File: config.mk
export PLATFORM = sky130hd
export DESIGN_NAME = if_stage
export DESIGN_NICKNAME = d
export VERILOG_FILES = /design/src/rtl/if_stage.sv
export SDC_FILE = /design/constraint.sdc
export NUM_CORES = 1
export LEC_CHECK = 0
export ABC_AREA = 1
export CORE_MARGIN = 3
export CORE_UTILIZATION = 40
export DETAILED_ROUTE_END_ITERATION = 10
export PLACE_DENSITY = 0.78
export SYNTH_ARGS = -nofsm -noshare
export SYNTH_HDL_FRONTEND = slang
export SYNTH_SLANG_ARGS = --single-unit
export TNS_END_PERCENT = 50
File: constraint.sdc
create_clock -name Clk -period 3.4 [get_ports Clk]
set_input_delay 0.68 -clock Clk [delete_from_list [all_inputs] [get_ports Clk]]
set_output_delay 0.68 -clock Clk [all_outputs]
set_load 0.02 [all_outputs]
File: src/rtl/if_stage.sv
// if_stage: instruction-fetch stage of a five-stage MIPS pipeline.
// Holds the PC, drives the instruction-memory address and captures the
// fetched word into the IF/ID register. Redirects from ID flush the
// wrong-path fetch (no delay slot). Stall from ID freezes everything.
//
// Handshake: there is no valid/ready pair on memory; InstData is treated as
// combinationally valid for the current InstAddr every cycle. Towards ID,
// InstValid marks a real fetched word; it is low for inserted NOPs and ID
// applies back-pressure only through Stall, which holds the IF/ID contents.
module if_stage #(
  parameter logic [31:0] RESET_PC = 32'h0000_0000,
  parameter logic [31:0] NOP      = 32'h0000_0000
) (
  input  logic        Clk,
  input  logic        Reset,
  input  logic        Stall,
  input  logic        Branch,
  input  logic        Jump,
  input  logic [31:0] BranchOffset,
  input  logic [25:0] JumpAddress,
  input  logic [31:0] InstData,
  output logic [31:0] InstAddr,
  output logic [31:0] Inst,
  output logic [31:0] PCPlus4,
  output logic        InstValid
);

  logic [31:0] r_pc;
  logic [31:0] r_inst;
  logic [31:0] r_pc_plus4;
  logic        r_inst_valid;

  logic [31:0] w_seq_pc;
  logic [31:0] w_branch_target;
  logic [31:0] w_jump_target;

  // Candidate next-PC values; branch/jump targets are relative to the
  // branch's own PC+4, which is the IF/ID copy, not the current fetch PC.
  always_comb begin
    w_seq_pc        = r_pc + 32'd4;
    w_branch_target = r_pc_plus4 + {BranchOffset[29:0], 2'b00};
    w_jump_target   = {r_pc_plus4[31:28], JumpAddress, 2'b00};
  end

  // Priority update: reset, stall (hold, ignores redirects), jump, branch, sequential.
  always_ff @(posedge Clk) begin
    if (Reset) begin
      r_pc         <= RESET_PC;
      r_inst       <= NOP;
      r_pc_plus4   <= 32'd0;
      r_inst_valid <= 1'b0;
    end else if (Stall) begin
      r_pc         <= r_pc;
      r_inst       <= r_inst;
      r_pc_plus4   <= r_pc_plus4;
      r_inst_valid <= r_inst_valid;
    end else if (Jump) begin
      r_pc         <= w_jump_target;
      r_inst       <= NOP;
      r_pc_plus4   <= 32'd0;
      r_inst_valid <= 1'b0;
    end else if (Branch) begin
      r_pc         <= w_branch_target;
      r_inst       <= NOP;
      r_pc_plus4   <= 32'd0;
      r_inst_valid <= 1'b0;
    end else begin
      r_pc         <= w_seq_pc;
      r_inst       <= InstData;
      r_pc_plus4   <= w_seq_pc;
      r_inst_valid <= 1'b1;
    end
  end

  assign InstAddr  = r_pc;
  assign Inst      = r_inst;
  assign PCPlus4   = r_pc_plus4;
  assign InstValid = r_inst_valid;

endmodule
==> results of run 1 <==
==> metrics by stage <==
| stage | total power (µW) | std cells |
|---|---|---|
| global route | 3290 | 1556 |
| detailed placement | 2040 | 1540 |
| global placement | 2030 | 1540 |
| finish | 3170 | 1556 |
| CTS | 3170 | 1556 |
| floorplan | 1700 | 1157 |
==> state kept, by name, summed over array words and instances (netlist names) <==
signal	cells
InstAddr	32
InstValid	1
Inst	32
PCPlus4	32
==> power by group through the flow <==
stage	Clock [µW]	Combinational [µW]	Sequential (µW)
after floorplan	0	373	1320
after global placement	0	753	1280
after detailed placement	0	760	1280
after CTS	1150	766	1260
after global routing	1180	845	1270
final	1140	770	1260
==> path summary, 6_finish.rpt <==
kind | startpoint | to | cells past startpoint
max | BranchOffset[0] | InstAddr[18]$_SDFFE_PP0N_ | 12
min | Inst[9]$_SDFFE_PP0N_ | Inst[9]$_SDFFE_PP0N_ | 2
max reg2reg | PCPlus4[2]$_SDFFE_PP0N_ | InstAddr[18]$_SDFFE_PP0N_ | 11
min reg2reg | Inst[9]$_SDFFE_PP0N_ | Inst[9]$_SDFFE_PP0N_ | 2
==> area by class of cell <==
cell class,count,area (µm²)
Clock inverter,6,91.3
Multi-Input combinational cell,870,4160
Fill cell,1666,7410
Tap cell,220,275
Inverter,153,574
Timing Repair Buffer,200,1960
Clock buffer,10,229
Sequential cell,97,1940
==> cell families after synthesis <==
group                      share of synthesized area [%]
xor gates and xnor gates                            1.28
buffers and inverters                               10.7
AOI/OAI and AO/OA                                   14.6
and+or+nand+nor                                     39.2
adders and majority gates                           5.79
DFF                                                 28.4
==> routing by layer <==
| layer | wire length [µm] | vias to the layer above | share of wire (%) |
|---|---|---|---|
| met1 | 10300 | 3560 | 42 |
| met4 | 621 | 0 | 2.5 |
| li1 | - | 4026 | - |
| met2 | 10900 | 355 | 45 |
| met5 | 0 | - | 0 |
| met3 | 2540 | 43 | 10 |
==> Yosys cell counts <==
cell type / count / area share [%]
sky130_fd_sc_hd__o211a_1: 1 / 0.15
sky130_fd_sc_hd__and2_1: 3 / 0.27
sky130_fd_sc_hd__nor3_1: 5 / 0.37
sky130_fd_sc_hd__nand4_1: 19 / 1.7
sky130_fd_sc_hd__nor3b_1: 2 / 0.22
sky130_fd_sc_hd__nand3b_1: 2 / 0.22
sky130_fd_sc_hd__nand3b_2: 1 / 0.16
sky130_fd_sc_hd__ha_1: 30 / 5.5
sky130_fd_sc_hd__inv_1: 146 / 8.0
sky130_fd_sc_hd__or2_2: 8 / 0.73
sky130_fd_sc_hd__o21ai_1: 2 / 0.15
sky130_fd_sc_hd__buf_4: 1 / 0.11
sky130_fd_sc_hd__buf_1: 2 / 0.11
sky130_fd_sc_hd__nor2_2: 10 / 0.92
sky130_fd_sc_hd__xnor2_1: 2 / 0.26
sky130_fd_sc_hd__a22oi_1: 1 / 0.11
sky130_fd_sc_hd__nor2_1: 107 / 5.9
sky130_fd_sc_hd__clkinv_1: 1 / 0.055
sky130_fd_sc_hd__xor2_1: 8 / 1.0
sky130_fd_sc_hd__a21oi_1: 113 / 8.3
sky130_fd_sc_hd__fa_1: 1 / 0.29
sky130_fd_sc_hd__o21ai_0: 52 / 3.8
sky130_fd_sc_hd__nor2_4: 4 / 0.66
sky130_fd_sc_hd__o21bai_1: 3 / 0.33
sky130_fd_sc_hd__dfxtp_1: 97 / 28
sky130_fd_sc_hd__o21a_1: 1 / 0.11
sky130_fd_sc_hd__nor2b_1: 1 / 0.092
sky130_fd_sc_hd__a21o_1: 2 / 0.22
sky130_fd_sc_hd__nand2_2: 5 / 0.46
sky130_fd_sc_hd__clkbuf_1: 24 / 1.3
sky130_fd_sc_hd__nand3_1: 73 / 5.3
sky130_fd_sc_hd__o211ai_1: 5 / 0.55
sky130_fd_sc_hd__nand2_1: 402 / 22
sky130_fd_sc_hd__a21oi_2: 1 / 0.13
sky130_fd_sc_hd__a41oi_1: 4 / 0.51
sky130_fd_sc_hd__buf_2: 10 / 0.73
sky130_fd_sc_hd__inv_2: 6 / 0.33
sky130_fd_sc_hd__a32o_1: 2 / 0.29
==> worst max-delay path: cells and delay by family <==
family	cells	cell delay (ns)
adders and majority gates	2	0.69
and+or+nand+nor	8	0.98
buffers and inverters	1	0.41
AOI/OAI and AO/OA	1	0.12
==> metrics.log, run 1 <==
[metrics] hold-fix buffer count after cts: 0
[metrics] post-synthesis sequential area ratio: 28.4%
[metrics] Largest stage delay, worst path: 0.46 ns
[metrics] drt first-iter violations: 571
[metrics] area added between synthesis and finish: 35.2%
[metrics] pin count of the biggest net entering global routing: 49
[metrics] half-perimeter wire length of the detailed placement result: 19.0 mm
[metrics] DIE HEIGHT: 137 µm
[metrics] final weighted congestion in routability-driven placement: 0.989
[metrics] Worst Setup Path Type: input port to flop
[metrics] least setup slack across all paths after layout: 0.753 ns
[metrics] Layout Cell Area excl Fill: 9230 µm²
[metrics] number of nets in the synthesized netlist: 1,283
[metrics] Net count, final: 1,457
[metrics] Antenna Nets Post-Route: 0
[metrics] Rel. slew slack: 50.8%
[metrics] Clk Tree Root Cell: sky130_fd_sc_hd__clkbuf_16
[metrics] share of total power consumed by net switching: 31.4%
[metrics] Worst setup SP type: input port
[metrics] kind of capture point of the worst setup path: flop
[metrics] Worst path slowest cell: sky130_fd_sc_hd__fa_1
[metrics] RSZ-0062 raised after global routing: false
[metrics] core area: 16,600 µm²
[metrics] cells after synthesis: 1,157
[metrics] width of the chip: 137 µm
[metrics] Skew-Pair Late Insertion Delay: 0.36 ns
[metrics] number of register bits inferred by synthesis: 97
[metrics] wire length of the first global-routing pass: 37.7 mm
[metrics] distinct cell type count of the synthesized netlist: 38
[metrics] period utilisation layout: 77.8%
[metrics] clock buffer depth: 2
[metrics] Tightest Hold Check Type: flop to flop
[metrics] number of clock buffers inserted by TritonCTS: 9
[metrics] Layout Utilization: 55.5%
[metrics] via count of the first global-routing pass: 7,491
[metrics] Total Neg Setup Slack: 0 ns
[metrics] Mapped Area: 6830 µm²
[metrics] starting utilization of the core area: 41.0%
[metrics] wirelength, routed: 24.4 mm
[metrics] number of buffers inserted to repair setup after CTS: 0
[metrics] cell leakage power: 0.00410 µW
[metrics] Yosys warnings: 0
[metrics] Final Max Slew Viols: 0
[metrics] run status: finished clean
[metrics] most frequent cells in the layout: sky130_fd_sc_hd__nand2_1 (402), sky130_fd_sc_hd__clkdlybuf4s50_1 (187), sky130_fd_sc_hd__inv_1 (146)
[metrics] most common cell after layout, fill and taps aside: sky130_fd_sc_hd__nand2_1
[metrics] GRT Resource Usage Total: 25.7%
[metrics] Mean Syn Cell Area: 5.90 µm²
[metrics] number of maximum-capacitance constraint violations: 0
[metrics] met2 Resource Use GR: 41.5%
[metrics] most crowded layer after global routing: met2
[metrics] Final Hold Viols: 0
[metrics] Sinks on Clock Net: 97
[metrics] Placement Cell Area: 8910 µm²
[metrics] Cell Rows: 47
[metrics] design internal power: 2170 µW
[metrics] H-tree depth reported by CTS: 3
[metrics] time the worst path needs with I/O delays and setup: 2.65 ns
[metrics] number of input and output port buffers inserted: 189
[metrics] power density relative to cell area: 343 nW/µm²
[metrics] worst ir drop on vdd: 271 µV
[metrics] biggest fanout along the worst timing path: 4
[metrics] Switch Pwr: 995 µW
[metrics] final worst hold slack: 0.465 ns
[metrics] actual transition at the worst max-transition pin: 0.736 ns
[metrics] share of final-layout standard cells stronger than drive strength 1: 4.79%
[metrics] setup violators final: 0
[metrics] clock transition at the registers of the reported paths: 0.07 ns
[metrics] dominant cell type by count on the critical path: sky130_fd_sc_hd__nand2_1
[metrics] PostCTS Resize Cnt: 0
[metrics] Max Freq: 0.378 GHz
[metrics] clock tree from TritonCTS: yes
[metrics] detail-routed via count per cell: 5.13
[metrics] Detailed Routing Iterations Pass 1: 8
[metrics] number of ports placed on the die boundary: 192
[metrics] worst clock skew: 0.00519 ns
[metrics] leftover overflow at the end of global routing: 0
[metrics] combinational power share: 24.3%
[metrics] sequence of cells on the critical path: clkdlybuf4s50_1, ha_1, fa_1, nand3_1, nand3_1, nand2_1, nand2_1, nand2_1, nand2_1, or2_2, a21oi_1, nor2_1
[metrics] Routed WL per cell: 15.7 µm
[metrics] area of the die: 18,700 µm²
[metrics] required time of the worst setup path: 3.65 ns
[metrics] GRT met1 Usage: 33.0%
[metrics] Clock power frac: 35.9%
[metrics] DRC violations left: 0
[metrics] vias after detailed routing: 7,984
[metrics] number of antenna repair diodes: 0
[metrics] Flop pwr share: 39.7%
[metrics] Arr. time, crit path: 2.89 ns
[metrics] r2r setup slk: 1.16 ns
[metrics] post-placement worst setup slack: 0.430 ns
[metrics] number of antenna violations at the first check in global routing: 0
[metrics] met3 track utilization from global routing: 7.32%
Power figures use the tool's default switching activity.
==> run 2: changes to the inputs <==
==> constraint.sdc (replaced) <==
create_clock -name Clk -period 2.5 [get_ports Clk]
set_input_delay 0.5 -clock Clk [delete_from_list [all_inputs] [get_ports Clk]]
set_output_delay 0.5 -clock Clk [all_outputs]
set_load 0.02 [all_outputs]
==> run 2 against run 1 <==
  * Critical path depth unchanged
  * Sequential cell count unchanged
  * Clock skew increased by 0.00056 ns
  * Non-clock buffer count increased by 22
  * Sequential share of layout area decreased by 0.38 points
  * Wire length increased by 1.5%
  * Count of clock-buffer cells in the layout decreased by 1
  * Combinational power increased by 42%
  * Total power increased by 33%
  * First-iteration DRC count increased by 0.35%
  * Global-route usage increased by 0.78 points
  * Critical path type unchanged
  * Critical endpoint unchanged
  * Largest power group unchanged
==> metrics.log, run 2 (synthesis results as in run 1) <==
[metrics] r2r startpoint: PCPlus4[2]$_SDFFE_PP0N_
[metrics] Skew-Pair Late Insertion Delay: 0.36 ns
[metrics] worst ir drop on vdd: 320 µV
[metrics] final worst hold slack: 0.451 ns
[metrics] number of input and output port buffers inserted: 189
[metrics] leftover overflow at the end of global routing: 0
[metrics] Clk Tree Root Cell: sky130_fd_sc_hd__clkbuf_16
[metrics] least setup slack across all paths after layout: 0.157 ns
[metrics] number of ports placed on the die boundary: 192
[metrics] Routed WL per cell: 15.7 µm
[metrics] required time of the worst setup path: 2.75 ns
[metrics] Layout Utilization: 56.5%
[metrics] power density relative to cell area: 448 nW/µm²
[metrics] time the worst path needs with I/O delays and setup: 2.34 ns
[metrics] Placement Cell Area: 9100 µm²
[metrics] Final Hold Viols: 0
[metrics] kind of capture point of the worst setup path: flop
[metrics] most frequent cells in the layout: sky130_fd_sc_hd__nand2_1 (402), sky130_fd_sc_hd__clkdlybuf4s50_1 (187), sky130_fd_sc_hd__inv_1 (146)
[metrics] clock transition at the registers of the reported paths: 0.08 ns
[metrics] worst clock skew: 0.00574 ns
[metrics] RSZ-0062 raised after global routing: false
[metrics] post-placement worst setup slack: -0.231 ns
[metrics] Detailed Routing Iterations Pass 1: 8
[metrics] final weighted congestion in routability-driven placement: 0.985
[metrics] pin count of the biggest net entering global routing: 58
[metrics] depth of the worst register-to-register path: 11
[metrics] r2r setup slk: 0.40 ns
[metrics] Worst setup endpoint: InstAddr[18]$_SDFFE_PP0N_
[metrics] GRT Resource Usage Total: 26.4%
[metrics] biggest fanout along the worst timing path: 4
[metrics] half-perimeter wire length of the detailed placement result: 19.6 mm
[metrics] Sinks on Clock Net: 97
[metrics] area added between synthesis and finish: 37.7%
[metrics] Arr. time, crit path: 2.59 ns
[metrics] area of the die: 18,700 µm²
[metrics] launching instance or port of the critical path: BranchOffset[0]
[metrics] actual transition at the worst max-transition pin: 0.499 ns
[metrics] wirelength, routed: 24.8 mm
[metrics] most common cell after layout, fill and taps aside: sky130_fd_sc_hd__nand2_1
[metrics] number of antenna repair diodes: 0
[metrics] number of buffers inserted to repair setup after CTS: 0
[metrics] core area: 16,600 µm²
[metrics] Worst setup SP type: input port
[metrics] drt first-iter violations: 573
[metrics] period utilisation layout: 93.7%
[metrics] Cell Rows: 47
[metrics] setup violators final: 0
[metrics] share of final-layout standard cells stronger than drive strength 1: 6.48%
[metrics] H-tree depth reported by CTS: 3
[metrics] Final Max Slew Viols: 0
[metrics] Max Freq: 0.427 GHz
[metrics] number of maximum-capacitance constraint violations: 0
[metrics] wire length of the first global-routing pass: 38.8 mm
[metrics] Rel. slew slack: 66.7%
[metrics] Total Neg Setup Slack: 0 ns
[metrics] clock tree from TritonCTS: yes
[metrics] Worst Setup Path Type: input port to flop
[metrics] run status: finished clean
[metrics] number of clock buffers inserted by TritonCTS: 9
[metrics] vias after detailed routing: 8,040
[metrics] starting utilization of the core area: 41.0%
[metrics] DRC violations left: 0
[metrics] Layout Cell Area excl Fill: 9410 µm²
[metrics] Tightest Hold Check Type: input port to flop
[metrics] number of antenna violations at the first check in global routing: 0
[metrics] Net count, final: 1,479
[metrics] cell leakage power: 0.00421 µW
[metrics] detail-routed via count per cell: 5.10
[metrics] via count of the first global-routing pass: 7,627
[metrics] DIE HEIGHT: 137 µm
[metrics] critical register-to-register path endpoint: InstAddr[18]$_SDFFE_PP0N_
[metrics] clock buffer depth: 2
[metrics] width of the chip: 137 µm
[metrics] Antenna Nets Post-Route: 0
[metrics] layout filler cell count: 1,658
## run 2: worst min-delay path by stage
stage / startpoint / to / slack (ns) / cells past startpoint
2_1_floorplan: Inst[6]$_SDFFE_PP0N_ / Inst[6]$_SDFFE_PP0N_ / 0.53 / 2
3_3_place_gp: Inst[6]$_SDFFE_PP0N_ / Inst[6]$_SDFFE_PP0N_ / 0.44 / 2
3_5_place_dp: Inst[15]$_SDFFE_PP0N_ / Inst[15]$_SDFFE_PP0N_ / 0.46 / 2
4_1_cts: Reset / PCPlus4[5]$_SDFFE_PP0N_ / 0.44 / 2
5_1_grt: Reset / PCPlus4[2]$_SDFFE_PP0N_ / 0.46 / 2
6_report: Reset / PCPlus4[5]$_SDFFE_PP0N_ / 0.45 / 2
## run 2: final cells by class
cell class              count  area (µm²)  area share, %
inverters                 153         574           6.11
clock buffers               9         225           2.39
well taps                 220         275           2.93
repair buffers            222        2150           22.9
clock inverters             7        71.3          0.758
flip-flops and latches     97        1940           20.6
multi-input cells         870        4160           44.3
## run 2: timing repair
item / CTS / global route
resized for setup: 0 / 1
endpoints found under the setup margin: 0 / 2
hold buffers: 0 / 0
## run 2: worst max-delay path, cell delays in order
cell	delay (ns)
sky130_fd_sc_hd__clkdlybuf4s50_1	0.42
sky130_fd_sc_hd__ha_1	0.23
sky130_fd_sc_hd__fa_1	0.41
sky130_fd_sc_hd__nand3_1	0.12
sky130_fd_sc_hd__nand3_2	0.12
sky130_fd_sc_hd__nand2_1	0.08
sky130_fd_sc_hd__nand2_1	0.07
sky130_fd_sc_hd__nand2_1	0.07
sky130_fd_sc_hd__nand2_1	0.10
sky130_fd_sc_hd__or2_2	0.29
sky130_fd_sc_hd__a21oi_1	0.13
sky130_fd_sc_hd__nor2_1	0.05
## run 2: metrics by stage
stage	power (µW)	cells
CTS	4230	1578
global route	4410	1578
global placement	2800	1562
detailed placement	2820	1562
floorplan	2310	1157
finish	4210	1578
## run 2: per-layer routing
layer	share of wire (%)	global-route usage, %
met1	43	34.0
met3	9.1	6.29
met5	0	0
met4	2.2	7.73
met2	46	44.1
## run 2: power breakdown
group | internal [µW] | switching (µW)
Sequential | 1610 | 92.6
Clock | 707 | 713
Combinational | 484 | 604
Total | 2810 | 1410
==> run 3: changes to the inputs <==
--- a/config.mk
+++ b/config.mk
@@ -8,6 +8,7 @@
 export ABC_AREA = 1
 export CORE_MARGIN = 3
 export CORE_UTILIZATION = 40
+export CTS_CLUSTER_DIAMETER = 80
 export DETAILED_ROUTE_END_ITERATION = 10
 export PLACE_DENSITY = 0.78
 export SYNTH_ARGS = -nofsm -noshare
==> results of run 3 <==
No change in the layout: final DEF, timing and power equal those of run 2.
